--- config.mk ---
export PLATFORM = sky130hd
export DESIGN_NAME = alu_seq
export DESIGN_NICKNAME = d
export VERILOG_FILES = /design/src/rtl/alu_pkg.sv /design/src/rtl/alu_seq_serial_shifter.sv /design/src/rtl/alu_seq.sv
export SDC_FILE = /design/constraint.sdc
export NUM_CORES = 1
export LEC_CHECK = 0
export ABC_AREA = 1
export CAP_MARGIN = 15
export CORE_ASPECT_RATIO = 0.75
export CORE_MARGIN = 3
export CORE_UTILIZATION = 62
export DETAILED_ROUTE_END_ITERATION = 8
export DONT_BUFFER_PORTS = 1
export GPL_TIMING_DRIVEN = 0
export PLACE_DENSITY = 0.75
export SLEW_MARGIN = 10
export SYNTH_ARGS = -nofsm -noshare
export SYNTH_HDL_FRONTEND = slang
export SYNTH_SLANG_ARGS = --single-unit
--- constraint.sdc ---
create_clock -name clk -period 2.9 [get_ports clk]
set_clock_uncertainty 0.15 [all_clocks]
set_input_delay 0.435 -clock clk [delete_from_list [all_inputs] [get_ports clk]]
set_output_delay 0.435 -clock clk [all_outputs]
set_load 0.01 [all_outputs]
--- src/rtl/alu_pkg.sv ---
// alu_pkg
//   Shared definitions for the execute-stage ALU and the ALU-control decoder.
//   - ALU_WIDTH   : default datapath width
//   - alu_ctrl_t  : 3-bit ALUControl operation codes
//   - alu_state_t : sequencing states of alu_seq
//   - is_shift_op : true for the two serial-shift operations
package alu_pkg;

   localparam int ALU_WIDTH = 32;

   typedef enum logic [2:0] {
      ALU_ADD  = 3'b000,
      ALU_SUB  = 3'b001,
      ALU_AND  = 3'b010,
      ALU_OR   = 3'b011,
      ALU_XOR  = 3'b100,
      ALU_PASS = 3'b101,
      ALU_SLL  = 3'b110,
      ALU_SRL  = 3'b111
   } alu_ctrl_t;

   typedef enum logic [1:0] {
      IDLE  = 2'b00,
      SHIFT = 2'b01,
      DONE  = 2'b10
   } alu_state_t;

   function automatic logic is_shift_op(alu_ctrl_t op);
      return (op == ALU_SLL) || (op == ALU_SRL);
   endfunction

endpackage

--- src/rtl/alu_seq_serial_shifter.sv ---
// serial_shifter
//   One-bit-per-cycle logical shifter used by alu_seq for slli/srli.
//   Ports:
//   - clk, rst_n  : clock, asynchronous active-low reset
//   - load        : capture load_value/load_count/load_left
//   - step        : shift acc by one and decrement the remaining count
//   - load_value  : operand to be shifted
//   - load_count  : shift amount (must be >= 1 when loaded)
//   - load_left   : 1 = shift left, 0 = shift right
//   - value       : acc advanced by one more step (the value the next step produces)
//   - done        : the next step is the final one
module serial_shifter #(
   parameter int WIDTH   = 32,
   parameter int SHAMT_W = 5
) (
   input  logic               clk,
   input  logic               rst_n,
   input  logic               load,
   input  logic               step,
   input  logic [WIDTH-1:0]   load_value,
   input  logic [SHAMT_W-1:0] load_count,
   input  logic               load_left,
   output logic [WIDTH-1:0]   value,
   output logic               done
);

   logic [WIDTH-1:0]   acc;
   logic [SHAMT_W-1:0] cnt;
   logic               left;

   // Exposing the one-step-ahead value lets the owner capture the final
   // result on the same edge that retires the last step, saving a cycle.
   assign value = left ? {acc[WIDTH-2:0], 1'b0} : {1'b0, acc[WIDTH-1:1]};
   assign done  = (cnt == SHAMT_W'(1));

   // Accumulator, remaining count and latched direction. Load wins over step.
   always_ff @(posedge clk or negedge rst_n) begin
      if (!rst_n) begin
         acc  <= '0;
         cnt  <= '0;
         left <= 1'b0;
      end else if (load) begin
         acc  <= load_value;
         cnt  <= load_count;
         left <= load_left;
      end else if (step) begin
         acc  <= value;
         cnt  <= cnt - 1'b1;
      end
   end

endmodule

--- src/rtl/alu_seq.sv ---
// alu_seq
//   Sequential execute-stage ALU. Logic/arithmetic ops finish in one edge;
//   shifts run on a serial shifter (shamt+1 edges). Valid/ready on both sides.
//   Ports:
//   - clk, rst_n            : clock, asynchronous active-low reset
//   - in_valid / in_ready   : request handshake
//   - ALUControl, SrcA, SrcB: operation and operands (shamt = SrcB[SHAMT_W-1:0])
//   - out_valid / out_ready : result handshake
//   - ALUResult, Zero       : registered result and its zero flag
//   - busy                  : a serial shift is in flight
module alu_seq
   import alu_pkg::*;
#(
   parameter int WIDTH   = ALU_WIDTH,
   parameter int SHAMT_W = $clog2(WIDTH)
) (
   input  logic             clk,
   input  logic             rst_n,
   input  logic             in_valid,
   output logic             in_ready,
   input  logic [2:0]       ALUControl,
   input  logic [WIDTH-1:0] SrcA,
   input  logic [WIDTH-1:0] SrcB,
   output logic             out_valid,
   input  logic             out_ready,
   output logic [WIDTH-1:0] ALUResult,
   output logic             Zero,
   output logic             busy
);

   alu_state_t         state;
   alu_state_t         state_next;
   alu_ctrl_t          op;
   logic [SHAMT_W-1:0] shamt;
   logic               accept;
   logic               start_shift;
   logic [WIDTH-1:0]   quick_result;
   logic [WIDTH-1:0]   shift_value;
   logic               shift_done;

   assign op          = alu_ctrl_t'(ALUControl);
   assign shamt       = SrcB[SHAMT_W-1:0];
   assign accept      = in_valid && in_ready;
   assign start_shift = accept && is_shift_op(op) && (shamt != '0);

   // DONE accepts only when its own result is being taken on the same edge,
   // which is what gives back-to-back throughput.
   assign in_ready  = (state == IDLE) || ((state == DONE) && out_ready);
   assign out_valid = (state == DONE);
   assign busy      = (state == SHIFT);

   // Single-cycle result. A shift only lands here with shamt == 0, where the
   // answer is SrcA unchanged.
   always_comb begin
      quick_result = '0;
      case (op)
         ALU_ADD:  quick_result = SrcA + SrcB;
         ALU_SUB:  quick_result = SrcA - SrcB;
         ALU_AND:  quick_result = SrcA & SrcB;
         ALU_OR:   quick_result = SrcA | SrcB;
         ALU_XOR:  quick_result = SrcA ^ SrcB;
         ALU_PASS: quick_result = SrcB;
         default:  quick_result = SrcA;
      endcase
   end

   serial_shifter #(
      .WIDTH   (WIDTH),
      .SHAMT_W (SHAMT_W)
   ) u_shifter (
      .clk        (clk),
      .rst_n      (rst_n),
      .load       (start_shift),
      .step       (state == SHIFT),
      .load_value (SrcA),
      .load_count (shamt),
      .load_left  (op == ALU_SLL),
      .value      (shift_value),
      .done       (shift_done)
   );

   // State register.
   always_ff @(posedge clk or negedge rst_n) begin
      if (!rst_n) begin
         state <= IDLE;
      end else begin
         state <= state_next;
      end
   end

   // Next-state logic. IDLE and DONE share the accept rules.
   always_comb begin
      state_next = state;
      case (state)
         IDLE: begin
            if (accept) state_next = start_shift ? SHIFT : DONE;
         end
         SHIFT: begin
            if (shift_done) state_next = DONE;
         end
         DONE: begin
            if (accept)         state_next = start_shift ? SHIFT : DONE;
            else if (out_ready) state_next = IDLE;
         end
         default: state_next = IDLE;
      endcase
   end

   // Result and Zero only load on a completing edge, so they stay put while
   // DONE is waiting on out_ready.
   always_ff @(posedge clk or negedge rst_n) begin
      if (!rst_n) begin
         ALUResult <= '0;
         Zero      <= 1'b1;
      end else if (accept && !start_shift) begin
         ALUResult <= quick_result;
         Zero      <= (quick_result == '0);
      end else if ((state == SHIFT) && shift_done) begin
         ALUResult <= shift_value;
         Zero      <= (shift_value == '0);
      end
   end

endmodule

* Yosys cells after proc, flatten, opt, wreduce, memory -nomap -nowiden
Cells that the tools add are included.
** Storage, ports and cells
- Register bits :: 73
- Output and inout port bits :: 36
- Word-level logic and storage cells :: 58
** Cells by class
- Multiplexer cells :: 16
- Equal/unequal tests :: 13
- Reduce and logical (&&, ||, !) cells :: 17
- Add/subtract/negate cells :: 3
- Bitwise logic cells :: 3
** Operators with widths (count)
- 32-bit one-hot mux with 6 select lines :: 1
- 32-bit two-way mux :: 5
- 32-bit zero test :: 2
- 32-bit adder :: 1
- 32-bit AND :: 1
- 32-bit OR :: 1
- 32-bit subtractor :: 1
- 32-bit bitwise XOR :: 1
- 3-bit equality test, second input constant :: 4
- 2-bit two-way mux :: 5
- 5-bit two-way mux :: 2
- 3-bit by 2-bit equality test with 1-bit output, second input constant :: 2
- 1-bit logical AND :: 6
- 2-bit one-hot mux with 3 select lines :: 1
- 5-bit by 1-bit equality test with 1-bit output, second input constant :: 1
- 5-bit nonzero test :: 1
- 5-bit by 1-bit subtractor with 5-bit output, second input constant :: 1
- 2-bit nonzero test :: 2
- 3-bit by 1-bit equality test with 1-bit output, second input constant :: 1
- 3-bit zero test :: 1
- 3-bit by 1-bit inequality test with 1-bit output, second input constant :: 1
- 3-bit AND reduction :: 1
- 2-bit by 1-bit equality test with 1-bit output, second input constant :: 1
- 2-bit equality test, second input constant :: 1
- other kinds (6) :: 8

* Longest topological paths before layout
Gate-level depths: netlist (run 1).
- Depth in word-level cells :: 9
- Gate-level depth with buffers :: 30
- Gate-level depth less buffers :: 30

* Modules after synthesis
A second synthesis (run 1) with hierarchy kept.
** Second synthesis, totals
- Cell total of the unflattened synthesis :: 1558
- Area, all modules :: 9350.2 µm²
** By module, submodules not included
- alu_seq :: cells each 1254, instances 1, area each 7205.7 µm², seq. area each 877.1 µm²
- serial_shifter :: cells each 304, instances 1, area each 2144.6 µm², seq. area each 950.9 µm²

* Least setup slack after synthesis (run 1)
OpenSTA, ideal clock, no wires.
- Path kind :: input to register
- Start point :: in SrcB[1]
- End point :: reg Zero
- Stages :: 26
- Arrival time :: 3.410 ns
- Setup slack :: -0.728 ns
- Cell sequence :: inv_1 ha_1 nand3_1 nor3_2 nand3_1 inv_1 nand4_1 or3_1 o21ai_2 o21ai_1 xor2_1 ha_1 inv_1 nor3_1 nand2_1 nor3_1 nand2_1 nand2_1 nand2_1 nand3_1 nand2_1 nor2_1 nand2_1 nor2_1 nand3_1 a21oi_2
** On the way
- Word-level cells in the longest chain between the ends :: 5
- Elaborated cells between the ends (all ways) :: 13
- Classes of those cells :: add/sub (2); mux (2); bitwise (3); reduce/logical (6)
** RTL lines
- start, declared :: RTL line alu_seq.sv:23 : input logic [WIDTH-1:0] SrcB,
- branches (longest 5 deep; another with 32-bit subtractor)
- end signal, assigned :: RTL line alu_seq.sv:117 : Zero <= (quick_result == '0);
- end signal, assigned :: RTL line alu_seq.sv:120 : Zero <= (shift_value == '0);
- end, declared :: RTL line alu_seq.sv:27 : output logic Zero,
Several ways; the timed one is not identified.
A chain may end at the register's enable or synchronous reset.

* Worst setup path in the final report (run 1)
- Start point :: in SrcB[0]
- End point :: reg Zero
Same word-level chain as after synthesis.

==> results of run 1 <==
-- per-layer routing --
metal | track usage, % | vias up | part of all wire [%]
met5 | 0 | - | 0
met1 | 58.5 | 4994 | 36
met4 | 13.4 | 0 | 6.4
li1 | - | 4747 | -
met3 | 14.7 | 252 | 18
met2 | 63.1 | 1018 | 40
-- Yosys cell counts (6+ instances only) --
cell	n	share of area [%]
a21oi_1	36	2.0
a221oi_1	12	1.2
a22oi_1	9	0.76
buf_2	9	0.50
buf_6	7	0.88
clkbuf_1	22	0.92
dfrtp_1	72	20
ha_1	99	14
inv_1	214	9.0
inv_2	6	0.25
mux2i_1	7	0.78
nand2_1	418	18
nand2_2	6	0.42
nand3_1	92	5.2
nand3b_1	10	0.84
nand4_1	15	1.1
nor2_1	114	4.8
nor3_1	17	0.95
o211ai_1	22	1.8
o21ai_0	64	3.6
o21ai_1	12	0.67
o221ai_1	43	4.2
or2_2	10	0.70
xor2_1	30	2.9
-- metrics by stage --
| stage | setup slack [ns] | TNS [ns] | std cells | utilization (%) | hold WS, ns |
|---|---|---|---|---|---|
| finish | -1.08 | -12.33 | 1647 | 81.5 | 0.0480 |
| global route | -1.22 | -14.92 | 1647 | 81.5 | 0.0439 |
| CTS | -1.04 | -11.40 | 1634 | 75.9 | 0.0492 |
| detailed placement | -1.67 | -25.56 | 1572 | 66.8 | -0.00852 |
| global placement | -1.63 | -24.35 | 1572 | 66.8 | -0.00848 |
| floorplan | -0.548 | -3.07 | 1397 | - | -0.0106 |
-- flip-flops by register name, summed over array words and instances (netlist names) --
signal          count
ALUResult          32
state               2
u_shifter.left      1
Zero                1
u_shifter.cnt       5
u_shifter.acc      32
-- cell type report --
| cell class | instances | area [um^2] |
|---|---|---|
| timing repair buffer | 61 | 542 |
| inverter | 222 | 920 |
| multi-input combinational | 1058 | 7300 |
| tap | 175 | 219 |
| fill | 953 | 2560 |
| clock inverter | 3 | 20.0 |
| buffer | 44 | 262 |
| clock buffer | 11 | 233 |
| sequential | 73 | 1830 |
-- cells by family after synthesis --
logic type / count (synthesis) / share of synthesized area [%]
fa+ha+maj: 100 / 14.1
buf+inv: 266 / 12.1
xor+xnor: 32 / 3.14
mux: 7 / 0.784
flops: 73 / 20.5
compound gates: 221 / 16.6
simple gates: 698 / 32.9
-- power groups by stage --
stage / clock network, uW / logic [uW] / registers [uW]
after floorplan: 0 / 2090 / 1860
after global placement: 0 / 2690 / 1990
after detailed placement: 0 / 2740 / 2000
after CTS: 974 / 3050 / 1990
after global routing: 1020 / 3820 / 2050
final: 984 / 3540 / 2010
-- worst min path at each step --
stage,endpoint
floorplan,ALUResult[0]
global placement,ALUResult[24]
detailed placement,ALUResult[24]
CTS,state[1]
global route,state[1]
finish,state[1]
-- repair_timing --
action | in CTS | in global routing
pin swaps | 87 | 112
gates resized for setup | 175 | 182
hold buffers | 2 | 0
setup buffers | 47 | 19
hold endpoints to repair | 73 | 0
endpoints found under the setup margin | 25 | 28
==> qor.yml, run 1 <==
critPathBufInv: 2
clock-sinks: 73
cp-endpoint: "Zero"
synth-edff-count: 0
drive_gt1_share_pct: 27.0
viasPerCell: 6.69
syn_inst: 1397
rr_worst_depth: 15
ir_drop_uv: 388
drt-pass1-iter-count: 8
pwr_density_cell_nw_per_um2: 577
ys_ff_latch: 73
setup_viol: 23
p_leak_uw: 0.00564
crit_family: "simple AND/OR/NAND/NOR gates"
first_iter_violations: 1558
fin_crit_sh_pct: 137
tritoncts: "yes"
layout_common_cells: "nand2_1 (318), inv_1 (184), ha_1 (86)"
reg2reg_to: "Zero"
whs_path_depth: 1
worst_slack_ns: -1.08
violations: "setup timing"
rrSetupSlack_ns: 0.02
critPathSlowestCell: "or3_4"
switching_share_pct: 49.1
yosys_most_used_dff: "dfrtp_1"
seq_area_frac_synth_pct: 20.5
power_frac_seq_pct: 30.7
synthesis.area_um2: 8940
final_common_cell: "nand2_1"
outcome: "finished, violations left"
clock_latency_ns: 0.33
layout.nets: 1640
slew_violations: 0
fin_area_um2: 11300
yosysUniqueCellTypes: 51
hold_viol: 0
grt_usage_pct: 42.6
intPower_uw: 3330
grt_overflow_total: 0
place.gp.congestion: 1.08
grt_pass1_vias: 9591
port_buffers: 0
drc_errors: 0
start_kind: "input pin"
routed-via-count: 11000
cts.clk_slew.worst_paths_ns: 0.06
initial_core_util_pct: 64.3
syn2layout_area_growth_pct: 26.7
core-area_um2: 13900
cp.arrival_ns: 4.09
antenna_found_initial: 0
async_flop_share_pct: 100
timing.fmax_mhz: 251
clockPowerShare_pct: 15.1
syn_nets: 1568
slowest_delay_ns: 0.45
hp-class: "input pin to flop"
diodes: 0
totalWireLength_um: 38600
synth_area_per_cell_um2: 6.40
dp.final_hpwl_um: 25800
grt_max_degree: 74
post_drt_wl_per_cell_um: 23.4
htreeDepth: 3
tightest_slew_ns: 0.960
clockBufferDepth: 2
endpoint_kind: "flop"
period_needed_ns: 3.98
crit_cells: 26
rsz0062_at_grt: "true"
timing.setup.critical_path_class: "input pin to flop"
die_h_um: 110
crit_fanout: 4
crit_required_ns: 3.02
ant_nets: 0
r2r-start: "state[1]"
comb_power_share_pct: 54.2
max-cap-violations: 0
power.switching_uw: 3210
pin_count: 107
fp.dieW_um: 145
die_area_um2: 15900
total_power_uw: 6530
num_rows: 37
crit_start: "SrcB[0]"
min_from: "out_ready"
placed_area_um2: 9270
grt_pass1_wl_um: 52000
slew_headroom_pct: 36.0
root_buffer: "clkbuf_16"
yosys_warnings: 0
numCtsBuffers: 9
No activity file was read; power rests on OpenSTA's default activity.
==> inputs of run 2 (changes only) <==
- DONT_BUFFER_PORTS: 1 -> unset
- PLACE_DENSITY: 0.75 -> 0.84
- SKIP_LAST_GASP: unset -> 1
==> run 2 against run 1 <==
Effect of this change:
- the run still ends with setup timing left
- first-iteration DRC count increased by 2.1%
- via count decreased by 0.40%
- cell count increased by 6.3%
- hold slack improved by 0.20 ns
- power increased by 5.4%
- setup slack got worse by 0.093 ns
- critical path type unchanged
==> qor.yml, run 2 (synthesis gave the netlist of run 1 again) <==
slew_headroom_pct: 42.7  # was 36.0%
hp-class: "input pin to flop"  # unchanged
outcome: "finished, violations left"  # unchanged
pwr_density_cell_nw_per_um2: 576  # was 577 nW/um^2
cp.arrival_ns: 4.19  # was 4.09 ns
hold_viol: 0  # unchanged
period_needed_ns: 4.07  # was 3.98 ns
routed-via-count: 11000  # about the same
grt_max_degree: 66  # was 74
r2r-start: "u_shifter.left"  # was state[1]
timing.fmax_mhz: 246  # was 251 MHz
total_power_uw: 6890  # was 6530 uW
fill_cells: 845  # was 953
numCtsBuffers: 9  # unchanged
whs_ns: 0.248  # was 0.0480 ns
worstHoldEndpoint: "u_shifter.left"  # was state[1]
initial_core_util_pct: 64.3  # unchanged
drc_errors: 0  # unchanged
pin_count: 107  # unchanged
antenna_found_initial: 0  # unchanged
placed_area_um2: 10300  # was 9270 um^2
layout.nets: 1742  # was 1640
fp.dieW_um: 145  # unchanged
num_rows: 37  # unchanged
clockBufferDepth: 2  # unchanged
rr_worst_depth: 10  # was 15
grt_overflow_total: 0  # unchanged
whs_path_depth: 2  # was 1
drive_gt1_share_pct: 24.1  # was 27.0%
fin_area_um2: 12000  # was 11300 um^2
min_from: "ALUControl[0]"  # was out_ready
core-area_um2: 13900  # unchanged
violations: "setup timing"  # unchanged
final_common_cell: "nand2_1"  # unchanged
post_drt_wl_per_cell_um: 19.8  # was 23.4 um
die_h_um: 110  # unchanged
ir_drop_uv: 768  # was 388 uV
rrSetupSlack_ns: 0.17  # was 0.02 ns
drt-pass1-iter-count: 6  # was 8
htreeDepth: 3  # unchanged
grt_pass1_wl_um: 49700  # was 52000 um
clock_latency_ns: 0.33  # about the same
cts.clk_slew.worst_paths_ns: 0.06  # about the same
syn2layout_area_growth_pct: 33.8  # was 26.7%
p_leak_uw: 0.00589  # was 0.00564 uW
first_iter_violations: 1590  # was 1558
clock-sinks: 73  # unchanged
diodes: 0  # unchanged
dp_cells: 1676  # was 1572
totalWireLength_um: 34600  # was 38600 um
setup_viol: 24  # was 23
crit_required_ns: 3.02  # about the same
critPathSlowestCell: "ha_1"  # was or3_4
ant_nets: 0  # unchanged
stdcell_count: 1750  # was 1647
root_buffer: "clkbuf_16"  # unchanged
fin_crit_sh_pct: 140  # was 137%
port_buffers: 103  # was 0
grt_usage_pct: 40.0  # was 42.6%
worst_slack_ns: -1.17  # was -1.08 ns
crit_fanout: 4  # unchanged
slew_violations: 0  # unchanged
layout_common_cells: "nand2_1 (340), inv_1 (186), clkdlybuf4s50_1 (87)"  # was nand2_1 (318), inv_1 (184), ha_1 (86)
slowest_delay_ns: 0.37  # was 0.45 ns
place.gp.congestion: 1.00  # was 1.08
place_ws_ns: -2.08  # was -1.67 ns
reg_top3: "ALUResult: 32 flops, u_shifter.acc: 32 flops, u_shifter.cnt: 5 flops"  # unchanged
crit_top_cell: "nand3_2"
reg2reg_to: "Zero"  # unchanged
grt_pass1_vias: 9694  # was 9591
max-cap-violations: 0  # unchanged
dp.final_hpwl_um: 25300  # was 25800 um
viasPerCell: 6.27  # was 6.69
tightest_slew_ns: 0.859  # was 0.960 ns
timing.setup.critical_path_class: "input pin to flop"  # unchanged
start_kind: "input pin"  # unchanged
endpoint_kind: "flop"  # unchanged
rsz0062_at_grt: "true"  # unchanged
die_area_um2: 15900  # unchanged
tritoncts: "yes"  # unchanged
-- run 2: how the worst max path moves through the flow --
stage / from / cells after the start / endpoint / slack (ns)
floorplan: SrcB[0] / 26 / Zero / -0.55
global placement: SrcB[0] / 27 / Zero / -2.05
CTS: SrcB[0] / 27 / Zero / -1.11
finish: SrcB[0] / 27 / Zero / -1.17
global route: SrcB[0] / 27 / Zero / -1.32
detailed placement: SrcB[0] / 27 / Zero / -2.08
-- run 2: critical path: cells and delay by family --
| kind | cells | cell delay, ns |
|---|---|---|
| xor gates and xnor gates | 1 | 0.17 |
| and+or+nand+nor | 17 | 2.23 |
| buffers and inverters | 5 | 0.65 |
| AOI/OAI and AO/OA | 2 | 0.20 |
| adders and majority gates | 2 | 0.51 |
-- run 2: what timing repair did --
item / 4_1_cts / 5_1_grt
gates resized for setup: 128 / 175
setup buffers: 33 / 25
hold endpoints to repair: 8 / 0
setup endpoints to repair: 70 / 29
cloned: 0 / 0
hold buffers: 1 / 0
pin swaps: 51 / 67
-- run 2: through the flow --
step / utilization [%] / setup TNS (ns)
after global placement: 74.2 / -140.74
after floorplan: - / -3.07
after CTS: 80.4 / -10.99
final: 86.1 / -15.08
after detailed placement: 74.4 / -56.78
after global routing: 86.1 / -17.70
-- run 2: layer usage --
metal / vias up / part of all wire (%) / global-route usage [%]
met5: - / 0 / 0
met4: 0 / 5.4 / 16.2
met3: 178 / 12 / 8.02
met2: 854 / 43 / 61.8
met1: 4993 / 39 / 55.0
li1: 4942 / - / -
-- run 2: power breakdown --
part	switching (uW)	internal, uW	leakage, uW
Sequential	345	1510	0.000908
Clock	403	591	0.000135
Combinational	2400	1640	0.00484
Total	3150	3740	0.00589
-- run 2: area by class of cell --
cell class / count / area (um^2) / area share (%)
clock buffers: 11 / 243 / 2.03
inverters: 222 / 865 / 7.23
flip-flops and latches: 73 / 1830 / 15.3
repair buffers: 163 / 1490 / 12.5
plain buffers: 44 / 253 / 2.11
multi-input cells: 1058 / 7030 / 58.8
clock inverters: 4 / 20.0 / 0.167
well taps: 175 / 219 / 1.83
==> inputs of run 3 (changes only) <==
- CORE_ASPECT_RATIO: 0.75 -> unset
- SLEW_MARGIN: 10 -> unset
==> run 3 against run 2 <==
Effect of this change:
- the flow still finishes with violations (setup timing)
- setup slack improved by 0.0068 ns
- sequential power about the same
- clock-buffer cell count decreased by 1
- clock power increased by 32%
- wire length decreased by 1.2%
- non-clock buffer count decreased by 17
- die area about the same
- first-iteration DRC count increased by 14%
- critical endpoint unchanged
- combinational power decreased by 2%
- maximum frequency increased by 0.17%
- sequential cell count unchanged
- register-to-register slack improved by 0.07 ns
==> qor.yml, run 3 (synthesis gave the netlist of run 1 again) <==
slew_headroom_pct: 39.1  # was 42.7%
syn2layout_area_growth_pct: 31.1  # was 33.8%
power_frac_seq_pct: 26.1  # was 26.9%
root_buffer: "clkbuf_16"  # unchanged
crit_fanout: 4  # unchanged
viasPerCell: 6.35  # was 6.27
layout.nets: 1725  # was 1742
intPower_uw: 3950  # was 3740 uW
timing.setup.critical_path_class: "input pin to flop"  # unchanged
comb_power_share_pct: 55.5  # was 58.7%
num_rows: 43  # was 37
drt-pass1-iter-count: 8  # was 6
final_common_cell: "nand2_1"  # unchanged
post_drt_wl_per_cell_um: 19.7  # was 19.8 um
grt_usage_pct: 39.9  # was 40.0%
initial_core_util_pct: 63.9  # was 64.3%
outcome: "finished, violations left"  # unchanged
slowest_delay_ns: 0.42  # was 0.37 ns
dp.final_hpwl_um: 24900  # was 25300 um
ir_drop_uv: 653  # was 768 uV
clockPowerShare_pct: 18.4  # was 14.4%
core-area_um2: 14000  # was 13900 um^2
endpoint_kind: "flop"  # unchanged
grt_pass1_wl_um: 50800  # was 49700 um
reg_top3: "ALUResult: 32 flops, u_shifter.acc: 32 flops, u_shifter.cnt: 5 flops"  # unchanged
clockBufferDepth: 2  # unchanged
stdcell_count: 1739  # was 1750
tightest_slew_ns: 0.913  # was 0.859 ns
routed-via-count: 11000  # about the same
ant_nets: 0  # unchanged
clock_latency_ns: 0.34  # was 0.33 ns
fill_cells: 904  # was 845
setup_viol: 24  # unchanged
die_h_um: 126  # was 110 um
period_needed_ns: 4.06  # was 4.07 ns
fin_crit_sh_pct: 140  # about the same
timing.fmax_mhz: 246  # about the same
violations: "setup timing"  # unchanged
pwr_density_cell_nw_per_um2: 608  # was 576 nW/um^2
hp-class: "input pin to asynchronous set/reset pin"  # was input pin to flop
grt_overflow_total: 0  # unchanged
cp.arrival_ns: 4.19  # about the same
cts_hold_buffers: 0  # was 1
max-cap-violations: 0  # unchanged
first_iter_violations: 1820  # was 1590
rsz0062_at_grt: "true"  # unchanged
hold_viol: 0  # unchanged
slew_violations: 0  # unchanged
critPathSlowestCell: "or3_4"  # was ha_1
antenna_found_initial: 0  # unchanged
ff_latch_area_um2: 1830  # unchanged
crit_family: "simple AND/OR/NAND/NOR gates"  # unchanged
place.gp.congestion: 1.06  # was 1.00
htreeDepth: 3  # unchanged
power.switching_uw: 3170  # was 3150 uW
fp.dieW_um: 126  # was 145 um
drc_errors: 0  # unchanged
grt_max_degree: 74  # was 66
switching_share_pct: 44.6  # was 45.8%
critPathBufInv: 3  # was 5
numCtsBuffers: 9  # unchanged
grt_pass1_vias: 10100  # was 9694
die_area_um2: 15900  # about the same
worst_slack_ns: -1.16  # was -1.17 ns
clock-sinks: 73  # unchanged
p_leak_uw: 0.00581  # was 0.00589 uW
dp_cells: 1680  # was 1676
diodes: 0  # unchanged
crit_required_ns: 3.02  # about the same
multi_input_area_um2: 6840  # was 7030 um^2
pin_count: 107  # unchanged
crit_top_cell: "nand2_2"  # was nand3_2
tritoncts: "yes"  # unchanged
port_buffers: 103  # unchanged
setup_tns_ns: -14.44  # was -15.08 ns
drive_gt1_share_pct: 20.1  # was 24.1%
totalWireLength_um: 34200  # was 34600 um
cts.clk_slew.worst_paths_ns: 0.06  # about the same
layout_common_cells: "nand2_1 (364), inv_1 (197), ha_1 (87)"  # was nand2_1 (340), inv_1 (186), clkdlybuf4s50_1 (87)
start_kind: "input pin"  # unchanged
## run 3: cell count changes in the layout (fill, tap and decap cells not counted), moves of 8 or more
cell and change:
nand2_2 -19, nand3_2 -8, inv_2 -9, inv_1 +11, nand2_1 +24, buf_4 -16
## run 3: path summary, 6_finish.rpt
kind | startpoint | end | slack [ns] | depth (start not counted)
setup / recovery | SrcB[5] | Zero | -1.16 | 25
min in group clk | ALUControl[0] | u_shifter.left | 0.23 | 2
max in group asynchronous | rst_n | u_shifter.acc[1] | 1.93 | 1
hold / removal | rst_n | u_shifter.acc[30] | 0.09 | 1
hold reg to reg | ALUResult[7] | ALUResult[7] | 0.35 | 2
setup reg to reg | state[1] | ALUResult[14] | 0.24 | 8
## run 3: repair_timing
| item | in CTS | in global routing |
|---|---|---|
| setup endpoints to repair | 70 | 31 |
| gates resized for setup | 122 | 120 |
| pin swaps | 53 | 51 |
| setup buffers | 30 | 16 |
| hold endpoints to repair | 0 | 0 |
## run 3: power by group through the flow
stage | logic, uW | clock network [uW] | registers (uW)
2_1_floorplan | 2090 | 0 | 1860
3_3_place_gp | 3390 | 0 | 1820
3_5_place_dp | 3480 | 0 | 1830
4_1_cts | 3660 | 1310 | 1830
5_1_grt | 4270 | 1350 | 1890
6_report | 3950 | 1310 | 1860
## run 3: final cells by class
| class | instances | area share, % |
|---|---|---|
| buffer | 44 | 2.15 |
| clock buffer | 10 | 2.04 |
| clock inverter | 6 | 0.982 |
| inverter | 222 | 7.36 |
| multi-input combinational | 1058 | 58.4 |
| sequential | 73 | 15.6 |
| tap | 180 | 1.92 |
| timing repair buffer | 146 | 11.6 |
## run 3: per-layer routing
layer  wire, um  vias to the layer above  GRT usage [%]
met1      12500                     4957           51.0
met5          0                        -              0
li1           -                     4921              -
met4       2710                        0           24.2
met2      15100                      917           62.4
met3       3890                      239           7.46
## run 3: stage by stage
step / power, uW / instance area, um^2 / worst slack (ns) / util, % / hold slack [ns]
2_1_floorplan: 3950 / 9050 / -0.548 / - / -0.0106
3_3_place_gp: 5220 / 10300 / -2.05 / 73.7 / 0.321
3_5_place_dp: 5310 / 10300 / -2.15 / 73.7 / 0.327
4_1_cts: 6800 / 11200 / -1.07 / 80.0 / 0.113
5_1_grt: 7510 / 11700 / -1.29 / 83.8 / 0.158
6_report: 7120 / 11700 / -1.16 / 83.8 / 0.0911
